**config.mk**
```make
export PLATFORM = sky130hd
export DESIGN_NAME = instr_fetch
export DESIGN_NICKNAME = d
export VERILOG_FILES = /design/src/rtl/riscv_pkg.sv /design/src/rtl/fetch_fifo.sv /design/src/rtl/instr_fetch.sv
export SDC_FILE = /design/constraint.sdc
export NUM_CORES = 1
export LEC_CHECK = 0
export BUFFER_PORTS_ARGS = -buffer_cell sky130_fd_sc_hd__buf_2
export CAP_MARGIN = 20
export CORE_MARGIN = 2
export CORE_UTILIZATION = 49
export CTS_CLUSTER_DIAMETER = 120
export DETAILED_ROUTE_END_ITERATION = 16
export PLACE_DENSITY = 0.73
export SYNTH_ARGS = -nofsm -noshare
export SYNTH_HDL_FRONTEND = slang
export SYNTH_SLANG_ARGS = --single-unit
```
**constraint.sdc**
```tcl
create_clock -name clk -period 5.2 [get_ports clk]
set_clock_uncertainty 0.1 [all_clocks]
set_input_delay 0.52 -clock clk [delete_from_list [all_inputs] [get_ports clk]]
set_output_delay 0.52 -clock clk [all_outputs]
set_load 0.02 [all_outputs]
```
**src/rtl/riscv_pkg.sv**
```systemverilog
// Shared RISC-V core definitions: datapath widths, reset PC, opcode map and
// the fetch-stage payload and state types.
package riscv_pkg;

   localparam int unsigned XLEN = 32;
   localparam int unsigned ILEN = 32;

   localparam logic [XLEN-1:0] RESET_PC_DEFAULT = 32'h0000_0000;

   // Major opcodes (inst[6:0]), shared with the control unit
   localparam logic [6:0] OPC_LUI      = 7'b0110111;
   localparam logic [6:0] OPC_AUIPC    = 7'b0010111;
   localparam logic [6:0] OPC_JAL      = 7'b1101111;
   localparam logic [6:0] OPC_JALR     = 7'b1100111;
   localparam logic [6:0] OPC_BRANCH   = 7'b1100011;
   localparam logic [6:0] OPC_LOAD     = 7'b0000011;
   localparam logic [6:0] OPC_STORE    = 7'b0100011;
   localparam logic [6:0] OPC_OP_IMM   = 7'b0010011;
   localparam logic [6:0] OPC_OP       = 7'b0110011;
   localparam logic [6:0] OPC_MISC_MEM = 7'b0001111;
   localparam logic [6:0] OPC_SYSTEM   = 7'b1110011;

   typedef struct packed {
      logic [XLEN-1:0] pc;
      logic [ILEN-1:0] bits;
   } fetch_entry_t;

   typedef enum logic {
      FETCH = 1'b0,
      DROP  = 1'b1
   } fetch_state_e;

   // Sequential fetch address; wraps 32'hFFFF_FFFC -> 0 naturally
   function automatic logic [XLEN-1:0] next_fetch_pc(input logic [XLEN-1:0] pc);
      return pc + XLEN'(4);
   endfunction

endpackage

```
**src/rtl/fetch_fifo.sv**
```systemverilog
// Small instruction buffer of {pc, instruction} entries with synchronous flush.
// Head entry is presented combinationally.
module fetch_fifo
   import riscv_pkg::*;
#(
   parameter int unsigned DEPTH = 2,
   parameter int unsigned CW    = $clog2(DEPTH) + 1
) (
   input  logic         clk,
   input  logic         rst,
   input  logic         push_i,
   input  fetch_entry_t wdata_i,
   input  logic         pop_i,
   input  logic         flush_i,
   output fetch_entry_t rdata_o,
   output logic [CW-1:0] count_o,
   output logic         empty_o,
   output logic         full_o
);

   localparam int unsigned AW = $clog2(DEPTH);

   fetch_entry_t  mem_q [DEPTH];
   logic [AW-1:0] wr_ptr_q;
   logic [AW-1:0] rd_ptr_q;
   logic [CW-1:0] count_q;
   logic          do_push;
   logic          do_pop;

   assign full_o  = (count_q == CW'(DEPTH));
   assign empty_o = (count_q == '0);
   assign count_o = count_q;
   assign rdata_o = mem_q[rd_ptr_q];

   // Flush dominates any push or pop in the same cycle
   assign do_push = push_i & ~full_o & ~flush_i;
   assign do_pop  = pop_i & ~empty_o & ~flush_i;

   always_ff @(posedge clk or posedge rst) begin
      if (rst) begin
         mem_q    <= '{default: '0};
         wr_ptr_q <= '0;
         rd_ptr_q <= '0;
         count_q  <= '0;
      end else if (flush_i) begin
         wr_ptr_q <= '0;
         rd_ptr_q <= '0;
         count_q  <= '0;
      end else begin
         if (do_push) begin
            mem_q[wr_ptr_q] <= wdata_i;
            wr_ptr_q        <= wr_ptr_q + AW'(1);
         end
         if (do_pop) begin
            rd_ptr_q <= rd_ptr_q + AW'(1);
         end
         count_q <= count_q + CW'(do_push) - CW'(do_pop);
      end
   end

endmodule

```
**src/rtl/instr_fetch.sv**
```systemverilog
// Instruction fetch stage: owns the PC, runs the single-outstanding imem
// handshake, buffers words and hands {pc, inst} pairs to decode.
module instr_fetch
   import riscv_pkg::*;
#(
   parameter logic [XLEN-1:0] RESET_PC = RESET_PC_DEFAULT,
   parameter int unsigned     DEPTH    = 2
) (
   input  logic            clk,
   input  logic            rst,
   output logic            imem_req,
   output logic [XLEN-1:0] imem_addr,
   input  logic            imem_ack,
   input  logic [ILEN-1:0] imem_rdata,
   input  logic            redirect_valid,
   input  logic [XLEN-1:0] redirect_pc,
   output logic            inst_valid,
   input  logic            inst_ready,
   output logic [ILEN-1:0] inst_bits,
   output logic [XLEN-1:0] inst_pc,
   output logic            misalign
);

   localparam int unsigned CW = $clog2(DEPTH) + 1;

   fetch_state_e    state_q, state_d;
   logic [XLEN-1:0] fetch_pc_q, fetch_pc_d;
   logic            misalign_q, misalign_d;

   logic            req;
   logic            push;
   logic            pop;
   logic            flush;
   fetch_entry_t    head;
   logic [CW-1:0]   fifo_count;
   logic            fifo_empty;
   logic            fifo_full;

   fetch_fifo #(
      .DEPTH (DEPTH),
      .CW    (CW)
   ) u_fifo (
      .clk     (clk),
      .rst     (rst),
      .push_i  (push),
      .wdata_i ('{pc: fetch_pc_q, bits: imem_rdata}),
      .pop_i   (pop),
      .flush_i (flush),
      .rdata_o (head),
      .count_o (fifo_count),
      .empty_o (fifo_empty),
      .full_o  (fifo_full)
   );

   // Next-state, PC and handshake control
   always_comb begin
      state_d    = state_q;
      fetch_pc_d = fetch_pc_q;
      misalign_d = 1'b0;
      req        = 1'b0;
      push       = 1'b0;
      flush      = 1'b0;

      unique case (state_q)
         FETCH: begin
            req = ~rst & (fifo_count < CW'(DEPTH));
            if (redirect_valid) begin
               if (req & ~imem_ack) state_d = DROP;
            end else if (req & imem_ack & ~fifo_full) begin
               push       = 1'b1;
               fetch_pc_d = next_fetch_pc(fetch_pc_q);
            end
         end
         DROP: begin
            if (imem_ack) state_d = FETCH;
         end
         default: state_d = FETCH;
      endcase

      pop = ~fifo_empty & inst_ready & ~redirect_valid;

      if (redirect_valid) begin
         flush      = 1'b1;
         fetch_pc_d = {redirect_pc[XLEN-1:2], 2'b00};
         misalign_d = |redirect_pc[1:0];
      end
   end

   always_ff @(posedge clk or posedge rst) begin
      if (rst) begin
         state_q    <= FETCH;
         fetch_pc_q <= RESET_PC;
         misalign_q <= 1'b0;
      end else begin
         state_q    <= state_d;
         fetch_pc_q <= fetch_pc_d;
         misalign_q <= misalign_d;
      end
   end

   assign imem_req   = req;
   assign imem_addr  = fetch_pc_q;
   assign inst_valid = ~fifo_empty;
   assign inst_bits  = head.bits;
   assign inst_pc    = head.pc;
   assign misalign   = misalign_q;

endmodule
```
## After elaboration in Yosys (flattened, before gate mapping)

Index checks and enable logic that the tools add are counted.

- $add $sub $neg: 5
- Multiply operators: 0
- Div/mod/pow operators: 0
- Magnitude comparators: 4
- Equality and inequality tests: 2
- Shifts and indexed selects: 0
- Mux-type cells: 24
- Bitwise gates (word level): 19
- Reductions and logical operators: 8

Operator list:

| kind | number |
|---|---|
| 2-to-1 mux 64 bit | 4 |
| bitwise mux 128 bit | 1 |
| 2-to-1 mux 32 bit | 3 |
| demux 64 bit (select 1 bit) | 1 |
| adder 32 x 3 -> 32 bit, second input constant | 1 |
| 2-to-1 mux 1 bit | 13 |
| AND 1 bit | 10 |
| inverter 1 bit | 7 |
| nonzero test 2 bit | 3 |
| greater-or-equal comparator 2 bit, second input constant | 2 |
| inverter 1 -> 2 bit | 2 |
| AND reduction 2 bit | 2 |
| adder 1 bit, second input constant | 2 |
| adder 2 x 1 -> 2 bit | 1 |
| equality test 2 bit, second input constant | 1 |
| zero test 2 bit | 1 |
| < comparator 2 x 1 -> 1 bit, second input constant | 1 |
| < comparator 2 bit, second input constant | 1 |
| 2-to-1 mux 2 bit | 1 |
| != test 2 bit, second input constant | 1 |
| case mux 1 bit (2 select lines) | 1 |
| OR reduction 2 bit | 1 |
| subtractor 2 x 1 -> 2 bit | 1 |
| logical AND 1 bit | 1 |

- Register bits: 166
- Bits in latches: 0
- Bits in writable memories: 0
- Memory bits (read-only): 0
- Input bits: 69
- Output and inout port bits: 99
- Memories: 0

## Depth between registers and ports, before layout

- Depth in word-level cells: 12
- Mapped depth: 10
- Gate-level depth less buffers: 9

## Modules after synthesis

Synthesis repeated with hierarchy kept, for this count alone.

- Cells, all modules: 594
- Area total of the unflattened synthesis: 8054.0 um^2

Modules (own cells, without submodules):

| module | times used | cells an instance | area each (um^2) |
|---|---|---|---|
| fetch_fifo | 1 | 367 | 6089.6 |
| instr_fetch | 1 | 227 | 1964.4 |

## Least setup slack after synthesis

OpenSTA, ideal clock, no wires.

- Path type: input to register
- Start point: input port redirect_valid
- End point: register u_fifo.count_q[1], in the netlist u_fifo.count_o[1]
- Arrival: 2.189 ns
- Data required time: 4.968 ns
- Slack: 2.780 ns
- Stages: 10
- Path through: clkbuf_1 > clkbuf_1 > buf_1 > nor2_1 > ha_1 > inv_1 > ha_1 > xor2_1 > xnor2_1 > nor2_1

- Cells in the longest elaborated chain, start to end: 7
- Elaborated cells between the ends (all ways): 13
- Classes of those cells: 2 x add/sub; 4 x mux; 7 x bitwise

Ends and longest elaborated chain:

| item | RTL line | text |
|---|---|---|
| from (decl) | instr_fetch.sv:15 | `input logic redirect_valid,` |
| 2-to-1 mux 1 bit | instr_fetch.sv:67 | `if (redirect_valid) begin` |
| 2-to-1 mux 1 bit | instr_fetch.sv:64 | `unique case (state_q)` |
| AND 1 bit (2 in a row) | fetch_fifo.sv:36 | `assign do_push = push_i & ~full_o & ~flush_i;` |
| adder 2 x 1 -> 2 bit | fetch_fifo.sv:57 | `count_q <= count_q + CW'(do_push) - CW'(do_pop);` |
| subtractor 2 x 1 -> 2 bit | fetch_fifo.sv:57 |  |
| 2-to-1 mux 2 bit * | fetch_fifo.sv:45 | `end else if (flush_i) begin` |
| to (signal assigned) | fetch_fifo.sv:57 |  |
| to (decl) | fetch_fifo.sv:26 | `logic [CW-1:0] count_q;` |

Every way passes the cells marked *; elsewhere a longest branch is shown, timed or not.
A chain may end at the register's enable or synchronous reset.

## Worst setup path in the final report

- Start point: register u_fifo.count_q[1], in the netlist u_fifo.count_o[1]
- End point: register u_fifo.mem_q[68] (netlist name)

- Cells in the longest elaborated chain, start to end: 10
- Elaborated cells between the ends (all ways): 12
- Classes of those cells: 1 x order compare; 1 x eq/ne; 3 x mux; 6 x bitwise; 1 x reduce/logical

Ends and longest elaborated chain:

| item | RTL line | text |
|---|---|---|
| < comparator 2 bit | instr_fetch.sv:66 | `req = ~rst & (fifo_count < CW'(DEPTH));` |
| AND 1 bit | instr_fetch.sv:66 |  |
| AND 1 bit (2 in a row) | instr_fetch.sv:69 | `end else if (req & imem_ack & ~fifo_full) begin` |
| 2-to-1 mux 1 bit | instr_fetch.sv:69 |  |
| 2-to-1 mux 1 bit | instr_fetch.sv:67 |  |
| 2-to-1 mux 1 bit | instr_fetch.sv:64 |  |
| AND 1 bit * (2 in a row) | fetch_fifo.sv:36 |  |
| AND reduction 2 bit (no source line) * | n/a |  |
| to (signal, indexed assignment) | fetch_fifo.sv:51 | `mem_q[wr_ptr_q] <= wdata_i;` |
| to (decl) | fetch_fifo.sv:23 | `fetch_entry_t mem_q [DEPTH];` |

Marks and branches as above.

==> flow_summary.json <==
{
  "drc": 0,
  "ctsHoldBuffers": 0,
  "place.port_buffers": 163,
  "worst-r2r-setup-slack_ps": 2120,
  "power_leakage_nw": 4.160,
  "placement_rows": 45,
  "syn_inst": 591,
  "crit_family": "simple AND/OR/NAND/NOR gates",
  "globalRouteOverflowTotal": 0,
  "finalWeightedCongestion": 0.8229,
  "synth_top_family_by_area": "multiplexers",
  "maxSlewViolCount": 0,
  "setup_viol": 0,
  "rr_worst_depth": 4,
  "setup-tns-final_ps": 0,
  "min-delay-start": "imem_ack",
  "wl_met1_mm": 7.501,
  "pre_cts_ws_ps": 1916,
  "ir_worst_vdd_mv": 0.2319,
  "path_buf_inv": 1,
  "finish.net_count": 810,
  "min_delay_path_depth": 2,
  "timing.fmax_ghz": 0.3245,
  "placed_area_um2": 8447,
  "clkLatencyLatePin_ps": 430,
  "timing.max_cap.violations": 0,
  "r2r_end": "u_fifo.mem_q[68]",
  "reg2reg_from": "u_fifo.count_o[1]",
  "layout.core_utilization": 0.5974,
  "synth_compound_area_frac": 0.03928,
  "mappedNetlistArea_um2": 7581,
  "cts_inserted_buffers": 17,
  "power-per-cell-area_nw_per_um2": 466.3,
  "slowest_stage": "sky130_fd_sc_hd__nor3_4",
  "routed.top_layer": "met4",
  "wire_length_of_the_first_global_routing_pass_mm": 27.47,
  "synthToLayoutAreaGrowth_pct": 19.36,
  "met3RoutedLength_mm": 1.083,
  "numPlacedInstances": 907,
  "design.die.area_um2": 16480,
  "worst_ep_arrival_time_ps": 3290,
  "clkSlewWorstSetupHoldPaths_ps": 70,
  "ratio_of_final_minimum_period_to_clock_period": 0.5926,
  "cp_cell_sequence": "or4b_1 > nor3_4 > buf_12 > mux2_2",
  "cp_data_required_time_ps": 5410,
  "ioPinCount": 168,
  "starting_drc_count_in_detailed_routing": 331,
  "wl_met2_mm": 8.148,
  "grt_setup_unrepaired": "no",
  "detailed_place_hpwl_mm": 11.51,
  "die_y_um": 128.4,
  "synth_enable_flop_cells": 0,
  "yosysUniqueCellTypes": 44,
  "vias": 5298,
  "largest_net_degree_at_the_start_of_global_routing": 102,
  "drt_pass1_iterations": 4,
  "worstPathMaxFanout": 43,
  "cts.root.buffer_cell": "sky130_fd_sc_hd__clkbuf_16",
  "fin_ws_ps": 2119,
  "synth.mux.area_fraction": 0.2776,
  "clock_sink_count": 160,
  "gr-usage-all-layers": 0.2136,
  "yosysWarnings": 0,
  "core_ar_um2": 15150,
  "synth_simple_gate_area_frac": 0.1015,
  "grt_antenna_before_repair": 0,
  "report.final.hold_viol_count": 0,
  "startpoint_type": "flop",
  "totalWireLength_mm": 17.08,
  "finalCriticalPeriod_ps": 3081,
  "outcome": "finished, final reports clean",
  "drive_above_1_share": 0.5206,
  "ys_async_sr_fraction": 1.000,
  "vias_in_the_first_global_route": 5515,
  "tritoncts": "built",
  "postSynthRegisterBits": 160,
  "cts_setup_buffers": 0,
  "cp-end-kind": "flop",
  "yosys_most_used_dff": "sky130_fd_sc_hd__dfrtp_1",
  "die_w_um": 128.4,
  "synth_sequential_area_ratio": 0.5281,
  "post_layout_nonfiller_instances": 939,
  "clock_tree.htree_level_count": 4,
  "timing.hold.worst.class": "in -> reg",
  "antenna_cells": 0,
  "cp_slowest_stage_delay_ps": 880,
  "post_synthesis_share_of_cell_area_spent_on_xor_and_xnor_gates": 0.01271,
  "mean_routed_wirelength_per_cell_um": 18.19,
  "clock_tree.buffer_depth": 2,
  "worst_hold_path.endpoint": "state_q",
  "post_synth_fa_ha_maj_area_fraction": 0.004951,
  "cts_repair_resize_count": 0,
  "post_synth.cell_area_avg_um2": 12.83,
  "antenna_left": 0,
  "worst_slew_margin_rel": 0.2791,
  "initial_utilization": 0.5005,
  "worst-setup-path-type": "reg -> reg",
  "tightest_slew_ps": 1078,
  "postLayoutCellArea_um2": 9049,
  "routed_via_density": 5.642
}
==> final cells by class <==
class	count	area (µm²)
Fill cell	1192	6097
Sequential cell	160	4005
Multi-Input combinational cell	386	3321
Timing Repair Buffer	167	858.3
Clock buffer	19	452.9
Tap cell	188	235.2
Clock inverter	13	148.9
Inverter	6	27.53
==> registers in the layout, indices dropped and copies added (netlist names) <==
signal and flops:
imem_addr 30, u_fifo.rd_ptr_q 1, u_fifo.wr_ptr_q 1, misalign 1
u_fifo.count_o 2, u_fifo.mem_q 124, state_q 1
==> cell usage in the layout, fill, tap and decap left out, types with 5 or more instances in the layout <==
cell type / count
sky130_fd_sc_hd__mux2_2: 182
sky130_fd_sc_hd__o31ai_1: 8
sky130_fd_sc_hd__xor2_1: 5
sky130_fd_sc_hd__nor2_1: 27
sky130_fd_sc_hd__and4_1: 5
sky130_fd_sc_hd__or4_1: 11
sky130_fd_sc_hd__clkbuf_16: 17
sky130_fd_sc_hd__dfrtp_1: 159
sky130_fd_sc_hd__o21ai_0: 11
sky130_fd_sc_hd__nand3_1: 18
sky130_fd_sc_hd__nand2_1: 30
sky130_fd_sc_hd__a31oi_1: 11
sky130_fd_sc_hd__buf_2: 163
sky130_fd_sc_hd__and2_1: 5
sky130_fd_sc_hd__nand4_1: 17
sky130_fd_sc_hd__xnor2_1: 6
sky130_fd_sc_hd__inv_1: 5
sky130_fd_sc_hd__inv_6: 8
==> report_power, final <==
part           switching, mW  internal, mW  leakage, nW  total, mW
Sequential             0.205          1.58         1.98       1.78
Clock                  0.526         0.743        0.288       1.27
Combinational          0.597         0.569         1.90       1.17
==> layer usage <==
| metal | GRT usage | vias up |
|---|---|---|
| li1 | - | 2441 |
| met1 | 0.2761 | 2670 |
| met2 | 0.3448 | 160 |
| met3 | 0.05946 | 27 |
| met4 | 0.08209 | 0 |
| met5 | 0 | - |
==> synthesized netlist by cell type (5+ instances only) <==
| library cell | instances | area, µm² |
|---|---|---|
| sky130_fd_sc_hd__and2_1 | 5 | 31.28 |
| sky130_fd_sc_hd__buf_6 | 6 | 67.56 |
| sky130_fd_sc_hd__xnor2_1 | 6 | 52.55 |
| sky130_fd_sc_hd__dfrtp_1 | 160 | 4004 |
| sky130_fd_sc_hd__inv_1 | 6 | 22.52 |
| sky130_fd_sc_hd__and4_1 | 5 | 43.79 |
| sky130_fd_sc_hd__nand3_1 | 18 | 90.09 |
| sky130_fd_sc_hd__mux2_2 | 182 | 2049 |
| sky130_fd_sc_hd__nor2_1 | 27 | 101.4 |
| sky130_fd_sc_hd__nand4_1 | 17 | 106.4 |
| sky130_fd_sc_hd__clkbuf_1 | 18 | 67.56 |
| sky130_fd_sc_hd__or4_1 | 11 | 82.58 |
| sky130_fd_sc_hd__xor2_1 | 5 | 43.79 |
| sky130_fd_sc_hd__o31ai_1 | 8 | 60.06 |
| sky130_fd_sc_hd__a31oi_1 | 11 | 68.82 |
| sky130_fd_sc_hd__buf_4 | 10 | 75.07 |
| sky130_fd_sc_hd__nand2_1 | 30 | 112.6 |
| sky130_fd_sc_hd__o21ai_0 | 11 | 55.05 |
==> cell families (layout without fill, tap and decap cells) <==
| logic type | Yosys count | after routing |
|---|---|---|
| AND/OR/NAND/NOR | 136 | 136 |
| flip-flops | 160 | 160 |
| buffers and inverters | 48 | 205 |
| other | 1 | 4 |
| adder cells (fa/ha/maj) | 3 | 3 |
| XOR/XNOR | 11 | 11 |
| AO/OA/AOI/OAI | 45 | 45 |
| multiplexers | 187 | 187 |
==> stage by stage <==
stage          power, mW  hold slack, ps
2_1_floorplan      2.610           354.1
3_3_place_gp       2.921           363.0
3_5_place_dp       2.979           375.5
4_1_cts            4.259           169.6
5_1_grt            4.439           178.5
6_report           4.219           187.4
==> worst max-delay path by stage <==
stage / slack (ps) / cells after the start / to / start
2_1_floorplan: 260 / 1 / imem_addr[10] / rst
5_1_grt: 1980 / 4 / u_fifo.mem_q[68] / u_fifo.count_o[1]
6_report: 2120 / 4 / u_fifo.mem_q[68] / u_fifo.count_o[1]
3_3_place_gp: 2010 / 5 / u_fifo.mem_q[75] / rst
3_5_place_dp: 1920 / 5 / u_fifo.mem_q[75] / rst
4_1_cts: 2070 / 4 / u_fifo.mem_q[68] / u_fifo.count_o[1]
Power figures use the tool's default switching activity.
